$ cat src/rtl/uart_pkg.sv
// Shared types and helpers for the UART transmit arbiter.
package uart_pkg;

   localparam int UART_DW = 8;

   typedef enum logic [2:0] {
      IDLE,
      ISSUE,
      WAIT_START,
      WAIT_DONE,
      HOLD
   } uart_arb_state_t;

   // Width of a counter that must be able to hold max_val; never narrower than one bit.
   function automatic int cnt_width(input int max_val);
      return (max_val < 1) ? 1 : $clog2(max_val + 1);
   endfunction

endpackage

$ cat src/rtl/rr_arbiter.sv
// Combinational round-robin pick: first asserted request at or after ptr, wrapping.
module rr_arbiter #(
   parameter int NUM_REQ = 4
) (
   input  logic [NUM_REQ-1:0]         req,
   input  logic [$clog2(NUM_REQ)-1:0] ptr,
   output logic [NUM_REQ-1:0]         gnt_onehot,
   output logic [$clog2(NUM_REQ)-1:0] gnt_idx,
   output logic                       any
);

   localparam int IW = $clog2(NUM_REQ);

   logic [IW-1:0] cand_idx [NUM_REQ];

   // cand_idx[k] is the requester k places after the pointer, modulo NUM_REQ.
   generate
      for (genvar gi = 0; gi < NUM_REQ; gi++) begin : g_cand
         logic [IW:0] sum;
         assign sum = {1'b0, ptr} + (IW + 1)'(gi);
         assign cand_idx[gi] = (sum >= (IW + 1)'(NUM_REQ)) ?
                               IW'(sum - (IW + 1)'(NUM_REQ)) : IW'(sum);
      end
   endgenerate

   always_comb begin
      gnt_idx    = '0;
      any        = 1'b0;
      gnt_onehot = '0;
      for (int k = NUM_REQ - 1; k >= 0; k--) begin
         if (req[cand_idx[k]]) begin
            gnt_idx = cand_idx[k];
            any     = 1'b1;
         end
      end
      if (any) begin
         gnt_onehot[gnt_idx] = 1'b1;
      end
   end

endmodule

$ cat src/rtl/uart_tx_arbiter.sv
// Shares one UART serializer among NUM_REQ byte-stream requesters with
// round-robin arbitration and a packet lock held until a byte tagged last.
module uart_tx_arbiter
   import uart_pkg::*;
#(
   parameter int NUM_REQ      = 4,
   parameter int LOCK_TIMEOUT = 0,
   parameter int START_WAIT   = 8
) (
   input  logic                         clk,
   input  logic                         rst_n,
   input  logic [NUM_REQ-1:0]           req_valid,
   input  logic [UART_DW*NUM_REQ-1:0]   req_data,
   input  logic [NUM_REQ-1:0]           req_last,
   output logic [NUM_REQ-1:0]           req_ready,
   output logic [UART_DW-1:0]           tx_data,
   output logic                         tx_wr,
   input  logic                         tx_busy,
   output logic [$clog2(NUM_REQ)-1:0]   grant_id,
   output logic                         locked,
   output logic                         start_err
);

   localparam int IW = $clog2(NUM_REQ);
   localparam int SW = cnt_width(START_WAIT);
   localparam int LW = cnt_width(LOCK_TIMEOUT);
   localparam logic [IW-1:0] LAST_IDX = IW'(NUM_REQ - 1);

   uart_arb_state_t    state_reg;
   logic [IW-1:0]      ptr_reg;
   logic [SW-1:0]      start_cnt_reg;
   logic [LW-1:0]      stall_cnt_reg;

   logic [UART_DW-1:0] lane_data [NUM_REQ];
   logic [NUM_REQ-1:0] arb_onehot;
   logic [NUM_REQ-1:0] hold_onehot;
   logic [IW-1:0]      arb_idx;
   logic [IW-1:0]      ptr_next;
   logic               arb_any;
   logic [SW-1:0]      start_cnt_next;
   logic [LW-1:0]      stall_cnt_next;
   logic               start_expired;
   logic               stall_expired;

   generate
      for (genvar gi = 0; gi < NUM_REQ; gi++) begin : g_lane
         assign lane_data[gi]   = req_data[gi*UART_DW +: UART_DW];
         assign hold_onehot[gi] = (grant_id == IW'(gi));
      end
   endgenerate

   rr_arbiter #(
      .NUM_REQ (NUM_REQ)
   ) u_rr_arbiter (
      .req        (req_valid),
      .ptr        (ptr_reg),
      .gnt_onehot (arb_onehot),
      .gnt_idx    (arb_idx),
      .any        (arb_any)
   );

   assign ptr_next       = (grant_id == LAST_IDX) ? '0 : grant_id + IW'(1);
   assign start_cnt_next = start_cnt_reg + SW'(1);
   assign stall_cnt_next = stall_cnt_reg + LW'(1);
   // The start counter runs from the write strobe, so a busy rise seen up to
   // START_WAIT cycles after tx_wr is still accepted.
   assign start_expired  = (start_cnt_next == SW'(START_WAIT));
   assign stall_expired  = (LOCK_TIMEOUT > 0) && (stall_cnt_next == LW'(LOCK_TIMEOUT));

   always_ff @(posedge clk or negedge rst_n) begin
      if (!rst_n) begin
         state_reg     <= IDLE;
         ptr_reg       <= '0;
         start_cnt_reg <= '0;
         stall_cnt_reg <= '0;
         req_ready     <= '0;
         tx_data       <= '0;
         tx_wr         <= 1'b0;
         grant_id      <= '0;
         locked        <= 1'b0;
         start_err     <= 1'b0;
      end else begin
         tx_wr     <= 1'b0;
         req_ready <= '0;
         case (state_reg)
            IDLE: begin
               // The serializer has no reset, so it may still be shifting a byte.
               if (!tx_busy && arb_any) begin
                  grant_id      <= arb_idx;
                  tx_data       <= lane_data[arb_idx];
                  locked        <= ~req_last[arb_idx];
                  req_ready     <= arb_onehot;
                  tx_wr         <= 1'b1;
                  start_cnt_reg <= '0;
                  state_reg     <= ISSUE;
               end
            end
            ISSUE: begin
               start_cnt_reg <= start_cnt_next;
               if (start_expired) begin
                  start_err <= 1'b1;
                  state_reg <= WAIT_DONE;
               end else begin
                  state_reg <= WAIT_START;
               end
            end
            WAIT_START: begin
               if (tx_busy) begin
                  state_reg <= WAIT_DONE;
               end else begin
                  start_cnt_reg <= start_cnt_next;
                  if (start_expired) begin
                     start_err <= 1'b1;
                     state_reg <= WAIT_DONE;
                  end
               end
            end
            WAIT_DONE: begin
               if (!tx_busy) begin
                  if (locked) begin
                     stall_cnt_reg <= '0;
                     state_reg     <= HOLD;
                  end else begin
                     ptr_reg   <= ptr_next;
                     state_reg <= IDLE;
                  end
               end
            end
            HOLD: begin
               if (req_valid[grant_id]) begin
                  tx_data       <= lane_data[grant_id];
                  locked        <= ~req_last[grant_id];
                  req_ready     <= hold_onehot;
                  tx_wr         <= 1'b1;
                  start_cnt_reg <= '0;
                  state_reg     <= ISSUE;
               end else begin
                  stall_cnt_reg <= stall_cnt_next;
                  if (stall_expired) begin
                     locked    <= 1'b0;
                     ptr_reg   <= ptr_next;
                     state_reg <= IDLE;
                  end
               end
            end
            default: state_reg <= IDLE;
         endcase
      end
   end

endmodule

$ cat config.mk
export PLATFORM = sky130hd
export DESIGN_NAME = uart_tx_arbiter
export DESIGN_NICKNAME = d
export VERILOG_FILES = /design/src/rtl/uart_pkg.sv /design/src/rtl/rr_arbiter.sv /design/src/rtl/uart_tx_arbiter.sv
export SDC_FILE = /design/constraint.sdc
export NUM_CORES = 1
export LEC_CHECK = 0
export CAP_MARGIN = 10
export CELL_PAD_IN_SITES_DETAIL_PLACEMENT = 2
export CELL_PAD_IN_SITES_GLOBAL_PLACEMENT = 2
export CORE_MARGIN = 5
export CORE_UTILIZATION = 39
export CTS_BUF_LIST = sky130_fd_sc_hd__clkbuf_2
export CTS_CLUSTER_SIZE = 25
export DETAILED_ROUTE_END_ITERATION = 7
export DONT_BUFFER_PORTS = 1
export PLACE_DENSITY = 0.94
export SYNTH_ARGS = -nofsm -noshare
export SYNTH_HDL_FRONTEND = slang
export SYNTH_SLANG_ARGS = --single-unit
$ cat constraint.sdc
create_clock -name clk -period 2.06 [get_ports clk]
set_input_delay 0.412 -clock clk [delete_from_list [all_inputs] [get_ports clk]]
set_output_delay 0.412 -clock clk [all_outputs]
set_load 0.02 [all_outputs]
==> results of run 1 <==
cell usage after synthesis, drive strengths merged, types with 3 or more instances:
cell,number
and3,9
inv,6
a211oi,10
nand2,26
a22o,4
buf,11
a21boi,7
mux2,5
a21o,3
mux2i,15
o21ai,17
a32oi,3
nor3,3
clkbuf,6
and4,6
nor4,7
dfrtp,26
nand2b,3
nor2,26
nand3,9
a21oi,10
ha,5
o31ai,8
worst max-delay path: stages, from the launching register on:
cell and delay, ns:
dfrtp_1 0.47, buf_4 0.17, nand2b_1 0.18, a21oi_1 0.37, buf_4 0.27, o31ai_1 0.13
a32oi_2 0.27, o221ai_2 0.14
power by group through the flow:
stage,logic [W],registers (W),clock network (W)
6_report,0.00195,0.00106,0.000343
5_1_grt,0.00209,0.00109,0.000371
4_1_cts,0.00185,0.00105,0.000352
3_5_place_dp,0.00180,0.00106,0
3_3_place_gp,0.00166,0.00104,0
2_1_floorplan,0.00124,0.00102,0
cells in the final DEF (no fill, tap or decap), types with 3 or more instances in the layout:
cell / Yosys / layout
clkbuf_2: 0 / 3
o21ai_0: 16 / 16
dfrtp_1: 26 / 26
nand3_1: 9 / 9
nand2_1: 26 / 26
a211oi_1: 8 / 8
a21boi_0: 7 / 7
a21oi_1: 10 / 10
nand2b_1: 3 / 3
a21o_1: 3 / 3
nor2_1: 25 / 24
and3_1: 8 / 7
and4_1: 6 / 6
buf_4: 0 / 17
inv_1: 6 / 5
mux2_2: 5 / 5
a22o_1: 4 / 4
ha_1: 5 / 5
mux2i_1: 15 / 14
nor4_2: 6 / 6
o31ai_1: 8 / 8
timing repair:
item	CTS	global route
hold endpoints to repair	26	0
gates resized for setup	2	9
pin swaps	0	2
endpoints found under the setup margin	9	9
setup buffers	0	2
cloned	0	0
hold buffers	2	0
cells by family after synthesis:
group	share of synthesized area
AND/OR/NAND/NOR	0.252
XOR/XNOR	0.00797
flip-flops	0.296
multiplexers	0.114
AO/OA/AOI/OAI	0.249
adder cells (fa/ha/maj)	0.0284
buffers and inverters	0.0529
worst max-delay path by stage:
stage / from / endpoint / slack, ns / cells past startpoint
2_1_floorplan: grant_id[1] / tx_data[0] / 0.09 / 6
3_3_place_gp: grant_id[1] / tx_data[2] / -0.05 / 5
3_5_place_dp: grant_id[1] / tx_data[1] / -0.18 / 5
4_1_cts: grant_id[1] / tx_data[1] / 0.02 / 5
5_1_grt: ptr_reg[1] / locked / -0.07 / 7
6_report: ptr_reg[1] / locked / -0.03 / 7
layer usage:
layer | vias to the layer above | global-route usage | wire length [µm]
met5 | - | 0 | 0
met4 | 0 | 0.101 | 230
met3 | 24 | 0.0573 | 657
met2 | 93 | 0.421 | 4650
met1 | 1126 | 0.279 | 3480
li1 | 958 | - | -
metrics by stage:
step                setup slack, ns  std cells  hold WS (ns)
floorplan                    0.0904        251         0.116
global placement            -0.0509        323         0.117
detailed placement           -0.178        323         0.117
CTS                          0.0171        329         0.210
global route                -0.0735        332         0.192
finish                      -0.0269        333         0.219
area by class of cell:
type                       instances  share of cell area
antenna                            2             0.00203
clock buffer                       3             0.00609
clock inverter                     1              0.0122
inverter                           6             0.00913
multi-input combinational        202               0.597
sequential                        26               0.264
tap                               72              0.0365
timing repair buffer              21              0.0730
==> impl_metrics.ini, run 1 <==
[run_status]
outcome = complete, but fails checks
violations = setup timing

[placed_design]
postPlaceCellArea_mm2 = 0.00232
place.gp.congestion = 0.788
hpwl_mm = 6.24
port_buffers = 0

[power_and_ir_drop]
p_clk_frac = 0.102
p_switching_w = 0.00169
sw_frac_of_total = 0.502
irDropWorstVdd_mv = 0.983
seqPwrFrac = 0.316
power.density_mw_per_mm2 = 1360
power.static_leakage_nw = 1.02
p_int_w = 0.00167
total_power_w = 0.00336
comb_power_share = 0.582

[critical_path]
worst_setup_path_start_kind = flip-flop
arrival_ns = 2.38
reg2reg_to = locked
worstPathRequired_ns = 2.35
r2r_cells = 7
endpoint_kind = flip-flop
path_class = reg -> reg
ff2ff_setup_slack_ns = -0.03
cp_max_fo = 10
r2r-start = ptr_reg[1]

[hold_path]
worstHoldEndpoint = state_reg[1]
hp-class = in -> reg
worstHoldStart = tx_busy
hold_depth = 2

[yosys]
yosys.area.top_type = dfrtp_1
dominantRegCellSynth = dfrtp_1
synthDistinctLibCells = 49
syn-cell-area_mm2 = 0.00220
synth.net_count = 299
syn_area_per_cell_um2 = 8.76
ys.warnings.count = 0
yosysSeqAreaShare = 0.296
synth-edff-count = 0
synth_top_area_frac = 0.296
synth.area.top_cells = dfrtp_1 (30%), mux2i_1 (6.8%), nand2_1 (4.4%), nor2_1 (4.3%), o21ai_0 (3.6%)
syn_inst = 251
ys_seq_elements = 26
synthArstFlopShare = 1.00

[cts]
cts_buffer_depth = 2
clock-sinks = 26
cts_tree = yes
worstSkewPairLatency_ns = 0.38
cts_max_level = 1
cts-root-buf = clkbuf_2
cts_made_buffers = 3
clk_pin_slew_ns = 0.28

[detailed_routing]
final_antenna_net_count = 0
vias_per_cell = 6.61
vias = 2201
first_iter_violations = 132
detail_route.first_pass.iterations = 4
drt_wl_total_mm = 9.01
drc = 0
wire_per_inst_um = 27.1

[finish]
fin_area_mm2 = 0.00247
finish.utilization = 0.448
register_area_um2 = 651
multi_input_area_mm2 = 0.00147
largest_reg_flops = 8
drive_gt1_frac = 0.224
fin_nets = 308
syn2layout_area_growth_pct = 12.2
fillCellCount = 592

[grt]
grt_pass1_wl_mm = 13.8
grt_pass1_vias = 2547
grt_max_degree = 27
track_usage = 0.240
antenna_found_initial = 1
overflow = 0

[sta]
setup_tns_ns = -0.0269
relSlewSlack = 0.633
worstMarginPinSlew_ns = 0.546
rsz0062_at_grt = true
drv_slew = 0
post-route-min-period_ns = 2.09
fin_worst_skew_ns = 0.00544
fin_ws_ns = -0.0269
period_share = 1.01
setup_viol = 1
fmax_mhz = 479
final-hold-violation-count = 0

[floorplanning]
die_y_um = 85.1
dieArea_mm2 = 0.00724
num_rows = 27
die_width_um = 85.1
initial_core_util = 0.399
io_pins = 60
design.core.area_mm2 = 0.00551

[flow_run]
maxCapViolations = 0
Power figures use the tool's default switching activity.
==> run 2: changes to the inputs <==
--- a/config.mk
+++ b/config.mk
@@ -14,6 +14,7 @@
 export CTS_CLUSTER_SIZE = 25
 export DETAILED_ROUTE_END_ITERATION = 7
 export DONT_BUFFER_PORTS = 1
+export GPL_ROUTABILITY_DRIVEN = 0
 export PLACE_DENSITY = 0.94
 export SYNTH_ARGS = -nofsm -noshare
 export SYNTH_HDL_FRONTEND = slang
==> results of run 2 <==
Same layout as run 1: the final DEF is identical, and so are final timing and power.
